[src/rtl/sram_ctrl_pkg.sv]
// ---------------------------------------------------------------------------
// sram_ctrl_pkg
// Shared types and default widths for the SRAM access sequencer.
//   state_e : sequencer states IDLE, SETUP, STROBE, HOLD, DONE
//   op_e    : transaction kind OP_WR / OP_RD
//   *_DEF   : default address, data and clock-factor widths
// ---------------------------------------------------------------------------
package sram_ctrl_pkg;

  localparam int ADDR_W_DEF = 8;
  localparam int DATA_W_DEF = 8;
  localparam int CF_W_DEF   = 8;

  typedef enum logic [2:0] {
    IDLE   = 3'd0,
    SETUP  = 3'd1,
    STROBE = 3'd2,
    HOLD   = 3'd3,
    DONE   = 3'd4
  } state_e;

  typedef enum logic {
    OP_WR = 1'b0,
    OP_RD = 1'b1
  } op_e;

endpackage

[src/rtl/sram_phase_timer.sv]
// ---------------------------------------------------------------------------
// sram_phase_timer
// Down-counter that times one access phase. A load sets the count to N-1,
// the count then decrements once per clock and parks at zero (no wrap).
// phase_end_o is high while the count is zero, i.e. on the last cycle of
// the phase.
// Ports:
//   clk, rst     : system clock, asynchronous active-high reset
//   load_i       : reload the counter from n_i (n_i is never 0)
//   n_i          : phase length in clock cycles
//   phase_end_o  : current cycle is the last cycle of the phase
// ---------------------------------------------------------------------------
module sram_phase_timer #(
  parameter int CF_W = 8
) (
  input  logic            clk,
  input  logic            rst,
  input  logic            load_i,
  input  logic [CF_W-1:0] n_i,
  output logic            phase_end_o
);

  logic [CF_W-1:0] cnt_q;

  // Load N-1 so that a phase lasts exactly N cycles including the load cycle's successor.
  always_ff @(posedge clk or posedge rst) begin
    if (rst) begin
      cnt_q <= '0;
    end else if (load_i) begin
      cnt_q <= n_i - CF_W'(1);
    end else if (cnt_q != '0) begin
      cnt_q <= cnt_q - CF_W'(1);
    end
  end

  assign phase_end_o = (cnt_q == '0);

endmodule

[src/rtl/sram_access_ctrl.sv]
// ---------------------------------------------------------------------------
// sram_access_ctrl
// Sequencer between the command logic and the SRAM pins. Each accepted
// request runs SETUP / STROBE / HOLD phases of N = max(clk_factor,1) cycles
// each, followed by a one-cycle DONE. Read data is captured on the last
// STROBE cycle of a read. A simultaneous write+read runs the write first
// and then the read at the same address, with busy held high throughout.
//
// Optional feature, macro SRAM_READBACK_VERIFY_EN:
//   every write is followed by an automatic readback of the same address;
//   done pulses only after the readback, and mismatch is set (sticky until
//   rst or the next accepted write) when the readback differs from wdata.
//   Without the macro, mismatch is tied low.
//
// Ports:
//   clk, rst            : system clock, asynchronous active-high reset
//   wr_req, rd_req      : single-cycle request pulses
//   addr, wdata         : sampled at acceptance
//   clk_factor          : phase length, sampled at acceptance (0 -> 1)
//   busy, done          : transaction status / end-of-transaction pulse
//   rdata, rdata_valid  : last captured read word / pulse with done on reads
//   sram_addr, sram_din : SRAM address and write-data buses
//   sram_we, sram_re    : SRAM write / read strobes
//   sram_clk            : SRAM access clock (high during STROBE)
//   sram_dout           : SRAM read-data bus
//   mismatch            : readback mismatch flag
// ---------------------------------------------------------------------------
module sram_access_ctrl
  import sram_ctrl_pkg::*;
#(
  parameter int ADDR_W = ADDR_W_DEF,
  parameter int DATA_W = DATA_W_DEF,
  parameter int CF_W   = CF_W_DEF
) (
  input  logic              clk,
  input  logic              rst,
  input  logic              wr_req,
  input  logic              rd_req,
  input  logic [ADDR_W-1:0] addr,
  input  logic [DATA_W-1:0] wdata,
  input  logic [CF_W-1:0]   clk_factor,
  output logic              busy,
  output logic              done,
  output logic [DATA_W-1:0] rdata,
  output logic              rdata_valid,
  output logic [ADDR_W-1:0] sram_addr,
  output logic [DATA_W-1:0] sram_din,
  output logic              sram_we,
  output logic              sram_re,
  output logic              sram_clk,
  input  logic [DATA_W-1:0] sram_dout,
  output logic              mismatch
);

`ifdef SRAM_READBACK_VERIFY_EN
  localparam bit VerifyEn = 1'b1;
`else
  localparam bit VerifyEn = 1'b0;
`endif

  state_e            state_q;
  op_e               op_q;
  logic              pendRd_q;
  logic [CF_W-1:0]   n_q;
  logic              busy_q;
  logic              done_q;
  logic              rdataValid_q;
  logic              sramWe_q;
  logic              sramRe_q;
  logic              sramClk_q;
  logic [ADDR_W-1:0] sramAddr_q;
  logic [DATA_W-1:0] sramDin_q;
  logic [DATA_W-1:0] rdata_q;

  logic              accept;
  logic              phaseEnd;
  logic              timerLoad;
  logic [CF_W-1:0]   nAccept;
  logic [CF_W-1:0]   timerN;

  assign accept  = (state_q == IDLE) && (wr_req || rd_req);
  assign nAccept = (clk_factor == '0) ? CF_W'(1) : clk_factor;

  // The timer is reloaded whenever a new phase starts: at acceptance (with the
  // fresh clk_factor), on the SETUP->STROBE and STROBE->HOLD transitions, and
  // when DONE chains into the pending read (with the latched N).
  always_comb begin
    timerLoad = 1'b0;
    timerN    = n_q;
    if (accept) begin
      timerLoad = 1'b1;
      timerN    = nAccept;
    end else if ((state_q == SETUP || state_q == STROBE) && phaseEnd) begin
      timerLoad = 1'b1;
    end else if (state_q == DONE && pendRd_q) begin
      timerLoad = 1'b1;
    end
  end

  sram_phase_timer #(
    .CF_W (CF_W)
  ) u_timer (
    .clk         (clk),
    .rst         (rst),
    .load_i      (timerLoad),
    .n_i         (timerN),
    .phase_end_o (phaseEnd)
  );

  // Sequencer with registered pin outputs: every output register is updated on
  // the same edge as the state change, so the pins line up with the state.
  // In readback-verify builds the write pass ends in a silent DONE cycle that
  // chains straight into the readback pass.
  always_ff @(posedge clk or posedge rst) begin
    if (rst) begin
      state_q      <= IDLE;
      op_q         <= OP_WR;
      pendRd_q     <= 1'b0;
      n_q          <= '0;
      busy_q       <= 1'b0;
      done_q       <= 1'b0;
      rdataValid_q <= 1'b0;
      sramWe_q     <= 1'b0;
      sramRe_q     <= 1'b0;
      sramClk_q    <= 1'b0;
      sramAddr_q   <= '0;
      sramDin_q    <= '0;
      rdata_q      <= '0;
    end else begin
      done_q       <= 1'b0;
      rdataValid_q <= 1'b0;
      case (state_q)
        IDLE: begin
          if (accept) begin
            state_q    <= SETUP;
            busy_q     <= 1'b1;
            sramAddr_q <= addr;
            sramDin_q  <= wdata;
            n_q        <= nAccept;
            op_q       <= wr_req ? OP_WR : OP_RD;
            pendRd_q   <= wr_req && (rd_req || VerifyEn);
          end
        end
        SETUP: begin
          if (phaseEnd) begin
            state_q   <= STROBE;
            sramClk_q <= 1'b1;
            sramWe_q  <= (op_q == OP_WR);
            sramRe_q  <= (op_q == OP_RD);
          end
        end
        STROBE: begin
          if (phaseEnd) begin
            state_q   <= HOLD;
            sramClk_q <= 1'b0;
            sramWe_q  <= 1'b0;
            sramRe_q  <= 1'b0;
            if (op_q == OP_RD) begin
              rdata_q <= sram_dout;
            end
          end
        end
        HOLD: begin
          if (phaseEnd) begin
            state_q      <= DONE;
            done_q       <= !((op_q == OP_WR) && VerifyEn);
            rdataValid_q <= (op_q == OP_RD);
          end
        end
        DONE: begin
          if (pendRd_q) begin
            state_q  <= SETUP;
            op_q     <= OP_RD;
            pendRd_q <= 1'b0;
          end else begin
            state_q <= IDLE;
            busy_q  <= 1'b0;
          end
        end
        default: begin
          state_q <= IDLE;
          busy_q  <= 1'b0;
        end
      endcase
    end
  end

`ifdef SRAM_READBACK_VERIFY_EN
  logic rbPass_q;
  logic mismatch_q;

  // rbPass_q marks that the next read capture is the automatic readback of a
  // write; only that capture is compared against the written word.
  always_ff @(posedge clk or posedge rst) begin
    if (rst) begin
      rbPass_q   <= 1'b0;
      mismatch_q <= 1'b0;
    end else if (accept && wr_req) begin
      rbPass_q   <= 1'b1;
      mismatch_q <= 1'b0;
    end else if (state_q == STROBE && phaseEnd && op_q == OP_RD && rbPass_q) begin
      rbPass_q   <= 1'b0;
      mismatch_q <= (sram_dout != sramDin_q);
    end
  end

  assign mismatch = mismatch_q;
`else
  assign mismatch = 1'b0;
`endif

  assign busy        = busy_q;
  assign done        = done_q;
  assign rdata       = rdata_q;
  assign rdata_valid = rdataValid_q;
  assign sram_addr   = sramAddr_q;
  assign sram_din    = sramDin_q;
  assign sram_we     = sramWe_q;
  assign sram_re     = sramRe_q;
  assign sram_clk    = sramClk_q;

endmodule

[config.mk]
export PLATFORM = sky130hd
export DESIGN_NAME = sram_access_ctrl
export DESIGN_NICKNAME = d
export VERILOG_FILES = /design/src/rtl/sram_ctrl_pkg.sv /design/src/rtl/sram_phase_timer.sv /design/src/rtl/sram_access_ctrl.sv
export SDC_FILE = /design/constraint.sdc
export NUM_CORES = 1
export LEC_CHECK = 0
export CORE_ASPECT_RATIO = 1.4
export CORE_MARGIN = 5
export CORE_UTILIZATION = 39
export CTS_CLUSTER_SIZE = 40
export DETAILED_ROUTE_END_ITERATION = 12
export PLACE_DENSITY = 0.67
export SYNTH_ARGS = -nofsm -noshare
export SYNTH_HDL_FRONTEND = slang
export SYNTH_SLANG_ARGS = --single-unit
[constraint.sdc]
create_clock -name clk -period 4.7 [get_ports clk]
set_clock_uncertainty 0.05 [all_clocks]
set_input_delay 0.47 -clock clk [delete_from_list [all_inputs] [get_ports clk]]
set_output_delay 0.47 -clock clk [all_outputs]
set_load 0.02 [all_outputs]
# Word-level counts from Yosys, hierarchy flattened
# Cells that the tools add are included.
# totals
regBits	51
in_bits	36
out_inout_bits	31
elab_cells	82
# classes
addsub	2
n_eq_ne	10
mux	33
bitwise_logic	2
reduce_logical	21
# ops
cell	count
8-bit 2-to-1 mux	4
1-bit 2-to-1 mux	18
8-bit zero test	2
8-bit by 1-bit subtractor with 8-bit output (second input constant)	2
3-bit case mux with 5 select lines	1
3-bit 2-to-1 mux	4
2-bit inequality test (second input constant)	6
3-bit AND reduction	4
1-bit case mux with 2 select lines	5
8-bit nonzero test	1
3-bit by 2-bit equality test with 1-bit output (second input constant)	2
2-bit nonzero test	3
1-bit logical AND	4
2-bit AND reduction	2
4-bit AND reduction	1
3-bit by 1-bit equality test with 1-bit output (second input constant)	1
3-bit equality test (second input constant)	1
3-bit zero test	1
1-bit case mux with 3 select lines	1
3-bit OR reduction	1
1-bit logical OR	2
1-bit inverter	2

# Longest topological paths before layout
# depth
depth_word	6
ltp_mapped	12
depth_no_buf	10

# Modules after synthesis
# A second synthesis with hierarchy kept.
# unflattened
hier_cells	189
hier_area_um2	2448.6
# by_module_without_submodules
mod	instances	cells_per_inst	area_each_um2	seq_area_each_um2
sram_access_ctrl	1	136	1874.3	1076.0
sram_phase_timer	1	53	574.3	200.2

# Worst setup path after synthesis
# Ideal clock, no wire load.
# synth_timing
kind	register -> register
start	reg state_q[1]
end	reg u_timer.cnt_q[4]
setup_ps	129
arrival_ps	2483
t_required_ps	4521
slack_ps	2038
stages_incl_launch_ff	13
path_buffers	3
synth_period_minus_slack_ps	2662
cell_sequence	dfrtp_1 > buf_6 > or3_1 > buf_2 > nor2_4 > buf_4 > mux2_2 > mux2i_1 > ha_1 > nand2_1 > and2_1 > o21ai_0 > o21ai_0
# synth_between
elab_chain_len	6
word_cells_on_any_way	15
classes_between	1 x add/sub; 3 x eq/ne; 5 x mux; 6 x reduce/logical
# synth_rtl
element	line	text
from (decl)	sram_access_ctrl.sv:61	state_e state_q;
from (signal assigned)	sram_access_ctrl.sv:116	state_q <= IDLE;
from (signal assigned)	sram_access_ctrl.sv:135	state_q <= SETUP;
from (signal assigned)	sram_access_ctrl.sv:146	state_q <= STROBE;
parallel branches: the longest is 6 deep, another holds 8-bit by 1-bit subtractor with 8-bit output	--	
to (signal assigned)	sram_phase_timer.sv:30	cnt_q <= n_i - CF_W'(1);
to (signal assigned)	sram_phase_timer.sv:32	cnt_q <= cnt_q - CF_W'(1);
to (decl)	sram_phase_timer.sv:23	logic [CF_W-1:0] cnt_q;
# Parallel ways; which one is timed is not known.
# A chain may end at the register's enable or synchronous reset.

# Worst setup path in the final report
# layout_timing
start	reg state_q[0]
end	reg u_timer.cnt_q[4]
# The elaborated chain is that of the path after synthesis.

==> flow_summary.toml <==
[run]
cap_viol_max_count = 0

[clocking]
cts_made_buffers = 5
hold_buffers = 0
tritoncts = "done"
cts_setup_buffers = 0
cts-htree-levels = 2
clk_pin_slew_ns = 0.09
cts_resized = 0
cts_root_buf = "clkbuf_8"
clock_latency_ns = 0.30
cts_sinks = 51
clock_path_buffers = 2

[placement]
hpwl_um = 4100
gp_congestion = 0.795
pre_cts_ws_ns = 1.20
port_buffers = 65

[detailed_routing]
viasPerCell = 5.23
drt_iter0_markers = 105
wirelength_um = 5450
vias = 1774
drtPass1Iterations = 4
antenna_left = 0
drc = 0
wl_per_cell_um = 16.1

[power]
p_int_w = 0.00115
power.switching_w = 0.000713
switching_share_pct = 38.2
clkPwrFrac_pct = 13.2
comb_power_share_pct = 46.4
seqPwrFrac_pct = 40.5
vdd_drop_max_uv = 337
p_per_area_mw_per_mm2 = 585
power_leakage_nw = 1.26

[worst_setup_path]
worst_ep_arrival_time_ns = 3.31
start_kind = "flip-flop"
worstPathMaxFanout = 28
end_kind = "flip-flop"
worstSetupPathType = "flip-flop to flip-flop"
crit_required_ns = 4.81
ff2ff_setup_slack_ns = 1.51

[synthesis]
yosys.area.top_type = "dfrtp_1"
ys_top_cells_by_area = "dfrtp_1 (53%), mux2_2 (14%), o21ai_0 (2.5%), or4_1 (2.5%), mux2i_1 (2.1%)"
yosysTopAreaCellShare_pct = 52.6
synth_cell_type_count = 44
synth_cells = 203
synth_edf_count = 0
synth_flop_cell = "dfrtp_1"
synth_commonest_cells = "dfrtp_1 (51), mux2_2 (31), nor2_1 (13)"
syn_area_mm2 = 0.00243
yosys_warnings = 0
avgSynthCellArea_um2 = 12.0
ys_ff_latch = 51
ys_async_sr_fraction_pct = 100
seq_area_frac_synth_pct = 52.6
yosysMostFrequentCell = "dfrtp_1"
synth.net_count = 240

[min_path]
hp-class = "flip-flop to flip-flop"

[final_layout]
drive_gt1_share_pct = 18.0
nets = 303
n_antenna_cell = 0
area_growth_pct = 31.4

[sta]
setup_violations = 0
final_max_slew_viol_count = 0
fmax_ghz = 0.313
max-slew-margin-rel_pct = 30.8
min_period_ns = 3.19
tightestPinTransition_ns = 1.04
worst_slack_ns = 1.51
setup_tns_ns = 0
post-route-period-util_pct = 67.9
hold_ws_ns = 0.453
hold_violations = 0
rsz0062_at_grt = "no"

[global_routing]
grt_pass1_vias = 1763
antenna_found_initial = 0
track_usage_pct = 14.0
grt_max_degree = 52
overflow = 0
grt_pass1_wl_um = 8850

[die]
fp.coreArea_mm2 = 0.00613
die_width_um = 76.7
die_area_mm2 = 0.00792
start_util_pct = 39.6
io_pins = 67
num_rows = 34
chipHeight_um = 103

[run_status]
outcome = "finished clean"
## final cells by class
cell class,instances,area [um^2]
fillers,552,2940
flip-flops and latches,51,1280
multi-input cells,139,1070
repair buffers,65,651
well taps,72,90.1
clock buffers,6,72.6
inverters,4,15.0
clock inverters,2,12.5
## routing by layer
metal	track usage, %	routed length, um
met1	16.4	2230
met2	25.1	2920
met3	2.69	188
met4	5.52	117
met5	0	0
## kinds of logic after synthesis
kind of cell	Yosys count	synth area share, %
simple gates	60	15.1
other cells	1	0.154
compound gates	37	10.4
mux	37	17.1
fa+ha+maj	1	0.515
flops	51	52.6
buf+inv	13	3.20
xor+xnor	3	1.08
## flip-flops by register name, indices dropped and copies added, names as in the netlist, 3 cells and up
signal	flops
state_q	3
sram_din	8
sram_addr	8
u_timer.cnt_q	8
n_q	8
rdata	8
## critical path, stage by stage (launching register included)
cell	delay (ns)
dfrtp_1	0.55
or3_1	0.54
nor2_4	0.62
mux2_2	0.42
mux2i_1	0.13
ha_1	0.28
nand2_1	0.09
and2_1	0.16
o21ai_0	0.12
o21ai_0	0.09
## metrics by stage
stage	utilization, %	std cells	area (um^2)	power (W)
floorplan	-	203	2430	0.00132
global placement	50.7	331	3110	0.00162
detailed placement	50.7	331	3110	0.00163
CTS	52.1	339	3190	0.00188
global route	52.1	339	3190	0.00200
finish	52.1	339	3190	0.00187
## power groups by stage
stage | Sequential, W | Clock, W | Combinational, W
global route | 0.000786 | 0.000277 | 0.000933
detailed placement | 0.000762 | 0 | 0.000870
CTS | 0.000755 | 0.000254 | 0.000873
floorplan | 0.000825 | 0 | 0.000499
finish | 0.000755 | 0.000246 | 0.000865
global placement | 0.000759 | 0 | 0.000863
## final timing paths
path,startpoint,endpoint,cells past startpoint
max reg2reg,state_q[0],u_timer.cnt_q[4],9
min reg2reg,sram_re,sram_re,2
max,state_q[0],u_timer.cnt_q[4],9
min,sram_re,sram_re,2
max in group asynchronous,rst,state_q[0],2
min in group asynchronous,rst,rdata[7],2
## placed cells by master, fill, tap and decap left out, drive strengths merged, types with 3 or more instances in the layout
master,n
a21oi,7
a31oi,3
clkbuf,6
clkdlybuf4s50,65
dfrtp,51
inv,4
mux2,32
mux2i,5
nand2,10
nand3,3
nor2,14
nor3,5
nor4,6
o21ai,13
o31ai,6
or4,8
No activity file was read; power rests on OpenSTA's default activity.
